**config.mk**
```make
export PLATFORM = sky130hd
export DESIGN_NAME = alu_exec_unit
export DESIGN_NICKNAME = d
export VERILOG_FILES = /design/src/rtl/alu_exec_unit.sv
export SDC_FILE = /design/constraint.sdc
export NUM_CORES = 1
export LEC_CHECK = 0
export ABC_AREA = 0
export CAP_MARGIN = 40
export CELL_PAD_IN_SITES_DETAIL_PLACEMENT = 2
export CELL_PAD_IN_SITES_GLOBAL_PLACEMENT = 2
export CORE_MARGIN = 2
export CORE_UTILIZATION = 34
export CTS_BUF_LIST = sky130_fd_sc_hd__clkbuf_4
export CTS_CLUSTER_DIAMETER = 40
export DETAILED_ROUTE_END_ITERATION = 8
export PLACE_DENSITY = 0.94
export SKIP_CTS_REPAIR_TIMING = 1
export SYNTH_ARGS = -nofsm -noshare
export SYNTH_HDL_FRONTEND = slang
export SYNTH_SLANG_ARGS = --single-unit
```
**constraint.sdc**
```tcl
create_clock -name clk -period 2.9 [get_ports clk]
set_input_delay 0.87 -clock clk [delete_from_list [all_inputs] [get_ports clk]]
set_output_delay 0.87 -clock clk [all_outputs]
set_load 0.03 [all_outputs]
```
**src/rtl/alu_exec_unit.sv**
```systemverilog
// Handshaked ALU execute stage: computes add/sub/logic results with flags on accept
// and returns them in order through a DEPTH-entry response FIFO.
module alu_exec_unit #(
  parameter int unsigned WIDTH = 32,
  parameter int unsigned TAG_W = 4,
  parameter int unsigned DEPTH = 2
) (
  input  logic             clk,
  input  logic             rst_n,
  input  logic             req_valid,
  output logic             req_ready,
  input  logic [WIDTH-1:0] req_a,
  input  logic [WIDTH-1:0] req_b,
  input  logic [2:0]       req_op,
  input  logic [TAG_W-1:0] req_tag,
  output logic             rsp_valid,
  input  logic             rsp_ready,
  output logic [WIDTH-1:0] rsp_result,
  output logic             rsp_zero,
  output logic             rsp_carry,
  output logic             rsp_ovf,
  output logic             rsp_err,
  output logic [TAG_W-1:0] rsp_tag,
  output logic [15:0]      op_count,
  output logic [7:0]       err_count
);

  localparam int unsigned PTR_W = $clog2(DEPTH);
  localparam int unsigned CNT_W = PTR_W + 1;
  localparam int unsigned ENT_W = WIDTH + TAG_W + 4;
  localparam int unsigned MSB   = WIDTH - 1;

  // Entry layout: {err, ovf, carry, zero, tag, result}
  logic [ENT_W-1:0] mem_q [DEPTH];
  logic [ENT_W-1:0] mem_d [DEPTH];
  logic [PTR_W-1:0] wr_ptr_q, wr_ptr_d;
  logic [PTR_W-1:0] rd_ptr_q, rd_ptr_d;
  logic [CNT_W-1:0] count_q, count_d;
  logic             rsp_valid_q, rsp_valid_d;
  logic             req_ready_q, req_ready_d;
  logic [15:0]      op_count_q, op_count_d;
  logic [7:0]       err_count_q, err_count_d;

  logic [WIDTH:0]   sum;
  logic [WIDTH:0]   diff;
  logic [WIDTH-1:0] res;
  logic             res_zero;
  logic             res_carry;
  logic             res_ovf;
  logic             res_err;
  logic [ENT_W-1:0] entry;
  logic             push;
  logic             pop;

  // ALU function set, evaluated directly on the request operands
  always_comb begin
    sum       = {1'b0, req_a} + {1'b0, req_b};
    diff      = {1'b0, req_a} - {1'b0, req_b};
    res       = '0;
    res_carry = 1'b0;
    res_ovf   = 1'b0;
    res_err   = 1'b0;
    case (req_op)
      3'b000: begin
        res       = sum[WIDTH-1:0];
        res_carry = sum[WIDTH];
        res_ovf   = (req_a[MSB] == req_b[MSB]) && (res[MSB] != req_a[MSB]);
      end
      3'b001: begin
        res       = diff[WIDTH-1:0];
        res_carry = diff[WIDTH];
        res_ovf   = (req_a[MSB] != req_b[MSB]) && (res[MSB] != req_a[MSB]);
      end
      3'b010:  res = req_a & req_b;
      3'b011:  res = req_a | req_b;
      3'b100:  res = req_a ^ req_b;
      3'b101:  res = ~(req_a | req_b);
      default: res_err = 1'b1;
    endcase
    res_zero = (res == '0);
    entry    = {res_err, res_ovf, res_carry, res_zero, req_tag, res};
  end

  assign push = req_valid & req_ready_q;
  assign pop  = rsp_valid_q & rsp_ready;

  // FIFO bookkeeping; ready/valid are recomputed from the next count so both stay registered
  always_comb begin
    mem_d       = mem_q;
    wr_ptr_d    = wr_ptr_q;
    rd_ptr_d    = rd_ptr_q;
    count_d     = count_q;
    op_count_d  = op_count_q;
    err_count_d = err_count_q;
    if (push) begin
      mem_d[wr_ptr_q] = entry;
      wr_ptr_d        = wr_ptr_q + PTR_W'(1);
      if (op_count_q != 16'hFFFF) op_count_d = op_count_q + 16'd1;
      if (res_err && (err_count_q != 8'hFF)) err_count_d = err_count_q + 8'd1;
    end
    if (pop) rd_ptr_d = rd_ptr_q + PTR_W'(1);
    case ({push, pop})
      2'b10:   count_d = count_q + CNT_W'(1);
      2'b01:   count_d = count_q - CNT_W'(1);
      default: count_d = count_q;
    endcase
    rsp_valid_d = (count_d != '0);
    req_ready_d = (count_d < CNT_W'(DEPTH));
  end

  always_ff @(posedge clk or negedge rst_n) begin
    if (!rst_n) begin
      for (int i = 0; i < int'(DEPTH); i++) mem_q[i] <= '0;
      wr_ptr_q    <= '0;
      rd_ptr_q    <= '0;
      count_q     <= '0;
      rsp_valid_q <= 1'b0;
      req_ready_q <= 1'b1;
      op_count_q  <= '0;
      err_count_q <= '0;
    end else begin
      mem_q       <= mem_d;
      wr_ptr_q    <= wr_ptr_d;
      rd_ptr_q    <= rd_ptr_d;
      count_q     <= count_d;
      rsp_valid_q <= rsp_valid_d;
      req_ready_q <= req_ready_d;
      op_count_q  <= op_count_d;
      err_count_q <= err_count_d;
    end
  end

  assign req_ready  = req_ready_q;
  assign rsp_valid  = rsp_valid_q;
  assign op_count   = op_count_q;
  assign err_count  = err_count_q;
  assign {rsp_err, rsp_ovf, rsp_carry, rsp_zero, rsp_tag, rsp_result} = mem_q[rd_ptr_q];

endmodule

```
==> results of run 1 <==
logic make-up after synthesis:
kind of cell | Yosys count
compound gates | 406
fa+ha+maj | 106
mux | 65
xor+xnor | 45
simple gates | 397
flops | 110
buf+inv | 171
stage by stage:
step / hold slack [ps] / std cells / util
global placement: 445 / 2141 / 0.506
floorplan: 427 / 1300 / -
CTS: 270 / 2157 / 0.510
detailed placement: 488 / 2141 / 0.506
per-layer routing:
layer,overflow,global-route usage
met2,20,0.917
met5,0,0.143
met1,0,0.687
met3,1,0.540
met4,7,0.747
==> run metrics, run 1 <==
status stopped before the end; Failed at global routing; Log Error [ERROR GRT-0232] Routing congestion too high. Check the congestion heatmap in the GUI.; largest net degree at the start of global routing 70; FP Rows 63; combinational family with the most area after synthesis compound AO/OA/AOI/OAI gates; die width 178 um; Commonest cells post-synth nand2_1 (149), o21ai_0 (124), dfrtp_1 (109), ha_1 (104), inv_1 (97); syn nets 1481; Post-Synth Adder-Cell Area 0.130; placer's final routability congestion estimate 0.981; Avg Inst Size Synth 7.95 um2; Synth area leaders dfrtp_1 (26%), ha_1 (13%), mux2_2 (6.2%); Netlist cell types 72; Clock Path Buffers 2; register area share after synthesis 0.267; FF+latch count, synth 110; Starting Density 0.347; dominant synthesized flop cell dfrtp_1; io pins 141; CTS sink cnt 110; hpwl dp 52700 um; clock buffer count from CTS 9; area leader, netlist dfrtp_1; number of flops mapped to enable cells by yosys 0; total congestion overflow 28; htree depth 3; antenna violations before repair 14; Synth Area in XOR/XNOR 0.0381; synthesized area 10300 um2; post-GRT worst EP mem_q[76]$_DFFE_PN0P_/D; cell count after synthesis 1300; Yosys top cell area share 0.264; Die Y 178 um; CTS root buf clkbuf_4; Post-Synth Simple-Gate Area 0.180; pre-CTS setup slack -2300 ps; top-count cell post-synth nand2_1; compound-cell area share of the yosys netlist 0.253; total track usage 0.713; cell area after placement 15100 um2; # port buffers 140; Post-synth ARST share 1.00; WEP type register data pin; mux cell area share after synthesis 0.0699; yosys warns 0
==> run 2: changes to the inputs <==
==> config.mk (replaced) <==
export PLATFORM = sky130hd
export DESIGN_NAME = alu_exec_unit
export DESIGN_NICKNAME = d
export VERILOG_FILES = /design/src/rtl/alu_exec_unit.sv
export SDC_FILE = /design/constraint.sdc
export NUM_CORES = 1
export LEC_CHECK = 0
export ABC_AREA = 0
export CAP_MARGIN = 40
export CORE_MARGIN = 2
export CORE_UTILIZATION = 40
export DETAILED_ROUTE_END_ITERATION = 8
export PLACE_DENSITY_LB_ADDON = 0.15
export SKIP_CTS_REPAIR_TIMING = 1
export SYNTH_ARGS = -nofsm -noshare
export SYNTH_HDL_FRONTEND = slang
export SYNTH_SLANG_ARGS = --single-unit
==> run metrics, run 2 <==
worst-path maximum fanout 5; Commonest cells post-synth nand2_1 (149), o21ai_0 (124), dfrtp_1 (109), ha_1 (104), inv_1 (97); Clock Path Buffers 2 (unchanged); FF+latch count, synth 110 (unchanged); antenna-violating nets left 0; vias 11500; top-count cell post-synth nand2_1; yosys warns 0 (unchanged); maxcap violations 0; failing checks setup timing; Area Overhead vs Synth 63.0%; # port buffers 140 (unchanged); Avg Inst Size Synth 7.95 um2 (unchanged); RSZ-0062 raised after global routing true; drt initial violations 825; FILL cells 2146; dominant synthesized flop cell dfrtp_1; Final setup viols 51; placer's final routability congestion estimate 0.983 (+0.22%); most common cell after layout, fill and taps aside buf_4; io pins 141 (unchanged); antenna violations before repair 0; final worst slack -940 ps; cell count after synthesis 1300 (unchanged); met1 wire length 17100 um; layout cell share with drive strength beyond 1 0.431; register area share after synthesis 0.267 (unchanged); Critical Path AT 4090 ps; vias in the first global route 10800; Leak 7.96 nW; RR Endpoint op_count[11]$_DFFE_PN0P_; clock skew 12.2 ps; total congestion overflow 0; Netlist cell types 72 (unchanged); htree depth 3 (unchanged); Largest register FFs 80; Post-synth ARST share 1.00 (unchanged); setup TNS -20110 ps; cell area after placement 14900 um2 (-0.83%); R2R Setup Slk 720 ps; Yosys top cell area share 0.264 (unchanged); final hold violations 0; DRC errors left 0; hold_ws 476 ps; clock buffer count from CTS 9 (unchanged); Max Fclk 260 MHz; synthesized area 10300 um2 (unchanged); hpwl dp 28900 um (-45%); metal2 WL 17600 um; total track usage 0.257; area leader, netlist dfrtp_1; Worst-Margin Slew 830 ps; pre-CTS setup slack -1760 ps (+545 ps); final WL 37100 um; clk_lat worst skew 350 ps; Final #Nets 1968; Die Y 165 um (-7.6%); Slew HR 0.447; largest net degree at the start of global routing 47; syn nets 1481 (unchanged); first-pass GRT wire length 55700 um; Pwr Density 563 nW/um2; die area 27100 um2; largest register by flop count mem_q; total core area 25300 um2; CTS root buf clkbuf_16; status finished with violations; Worst Setup Start Kind input pin; drt first pass iters 5; worst hold path class reg2reg; Reg2Reg Depth 9; critical path type in2reg; CP required 3150 ps; Starting Density 0.409 (+0.0624); IR drop worst, VDD 0.748 mV; antenna cells 0; CTS sink cnt 110 (unchanged); via/cell ratio 5.42; metal3 WL 1890 um; FP Rows 58 (-7.9%); min Tclk post-route 3840 ps; die width 165 um (-7.6%); Reg-to-Reg Start op_count[8]$_DFFE_PN0P_; CTS tree built; DR top layer met4; Worst Setup EP mem_q[36]$_DFFE_PN0P_; Synth area leaders dfrtp_1 (26%), ha_1 (13%), mux2_2 (6.2%); number of flops mapped to enable cells by yosys 0 (unchanged); post-layout instance area 16800 um2; fin crit share 1.32; Final Power 9.49 mW; commonest cells after routing, fill and taps aside buf_4 (400), nand2_1 (147), dfrtp_1 (109), nor2_1 (82), ha_1 (73); WL per Instance 17.5 um; CP Launch Point req_a[0]; CP endpoint kind flip-flop; Slew Viols, Final 0; Worst-path clk slew 70 ps
-- run 2: cell counts after synthesis --
No cell type changed its count.
-- run 2: critical path, cell delays in order --
cell	delay, ps
buf_8	80
buf_6	90
ha_4	120
inv_2	40
fa_2	380
nand2b_4	150
a2111o_1	490
a211oi_4	410
nor2_2	70
o2111a_1	280
a211oi_2	270
and4_1	230
and4_1	180
nand4_1	140
o31ai_2	280
-- run 2: worst min path at each step --
stage	start	endpoint	slack [ps]	depth (start not counted)
CTS	count_q[1]$_DFF_PN0_	req_ready$_DFF_PN1_	480	1
detailed placement	mem_q[5]$_DFFE_PN0P_	mem_q[5]$_DFFE_PN0P_	460	2
global placement	count_q[1]$_DFF_PN0_	req_ready$_DFF_PN1_	440	1
global route	mem_q[5]$_DFFE_PN0P_	mem_q[5]$_DFFE_PN0P_	500	2
floorplan	count_q[1]$_DFF_PN0_	req_ready$_DFF_PN1_	430	1
finish	mem_q[79]$_DFFE_PN0P_	mem_q[79]$_DFFE_PN0P_	480	2
-- run 2: through the flow --
stage	std cells	utilization
6_report	2122	0.667
5_1_grt	2122	0.667
4_1_cts	2089	0.603
3_5_place_dp	2073	0.592
3_3_place_gp	2073	0.592
2_1_floorplan	1300	-
-- run 2: report_power, final --
group	leakage, nW	internal, mW	switching (mW)	total, mW
logic	6.42	2.70	3.12	5.82
registers	1.41	2.14	0.358	2.50
clock network	0.134	0.594	0.574	1.17
total	7.96	5.44	4.05	9.49
-- run 2: final cells by class --
cell class | instances | area (um2) | area share
Sequential cell | 110 | 2750 | 0.163
Clock inverter | 7 | 57.6 | 0.00342
Timing Repair Buffer | 550 | 4700 | 0.279
Clock buffer | 9 | 225 | 0.0134
Multi-Input combinational cell | 1019 | 8310 | 0.493
Inverter | 97 | 383 | 0.0227
Tap cell | 330 | 413 | 0.0245
-- run 2: per-layer routing --
layer  global-route usage  vias to the layer above
met5                    0                        -
met4               0.0482                        0
met3               0.0244                       41
met2                0.424                      351
met1                0.369                     5524
li1                     -                     5591
-- run 2: logic make-up (layout without fill, tap and decap cells) --
logic type,count (synthesis),count (layout),share of synthesized area
compound gates,406,406,0.253
simple gates,397,397,0.180
buf+inv,171,663,0.0628
mux,65,65,0.0699
flops,110,110,0.267
fa+ha+maj,106,106,0.130
xor+xnor,45,45,0.0381
Note: power is estimated with default switching activity, not from simulation.
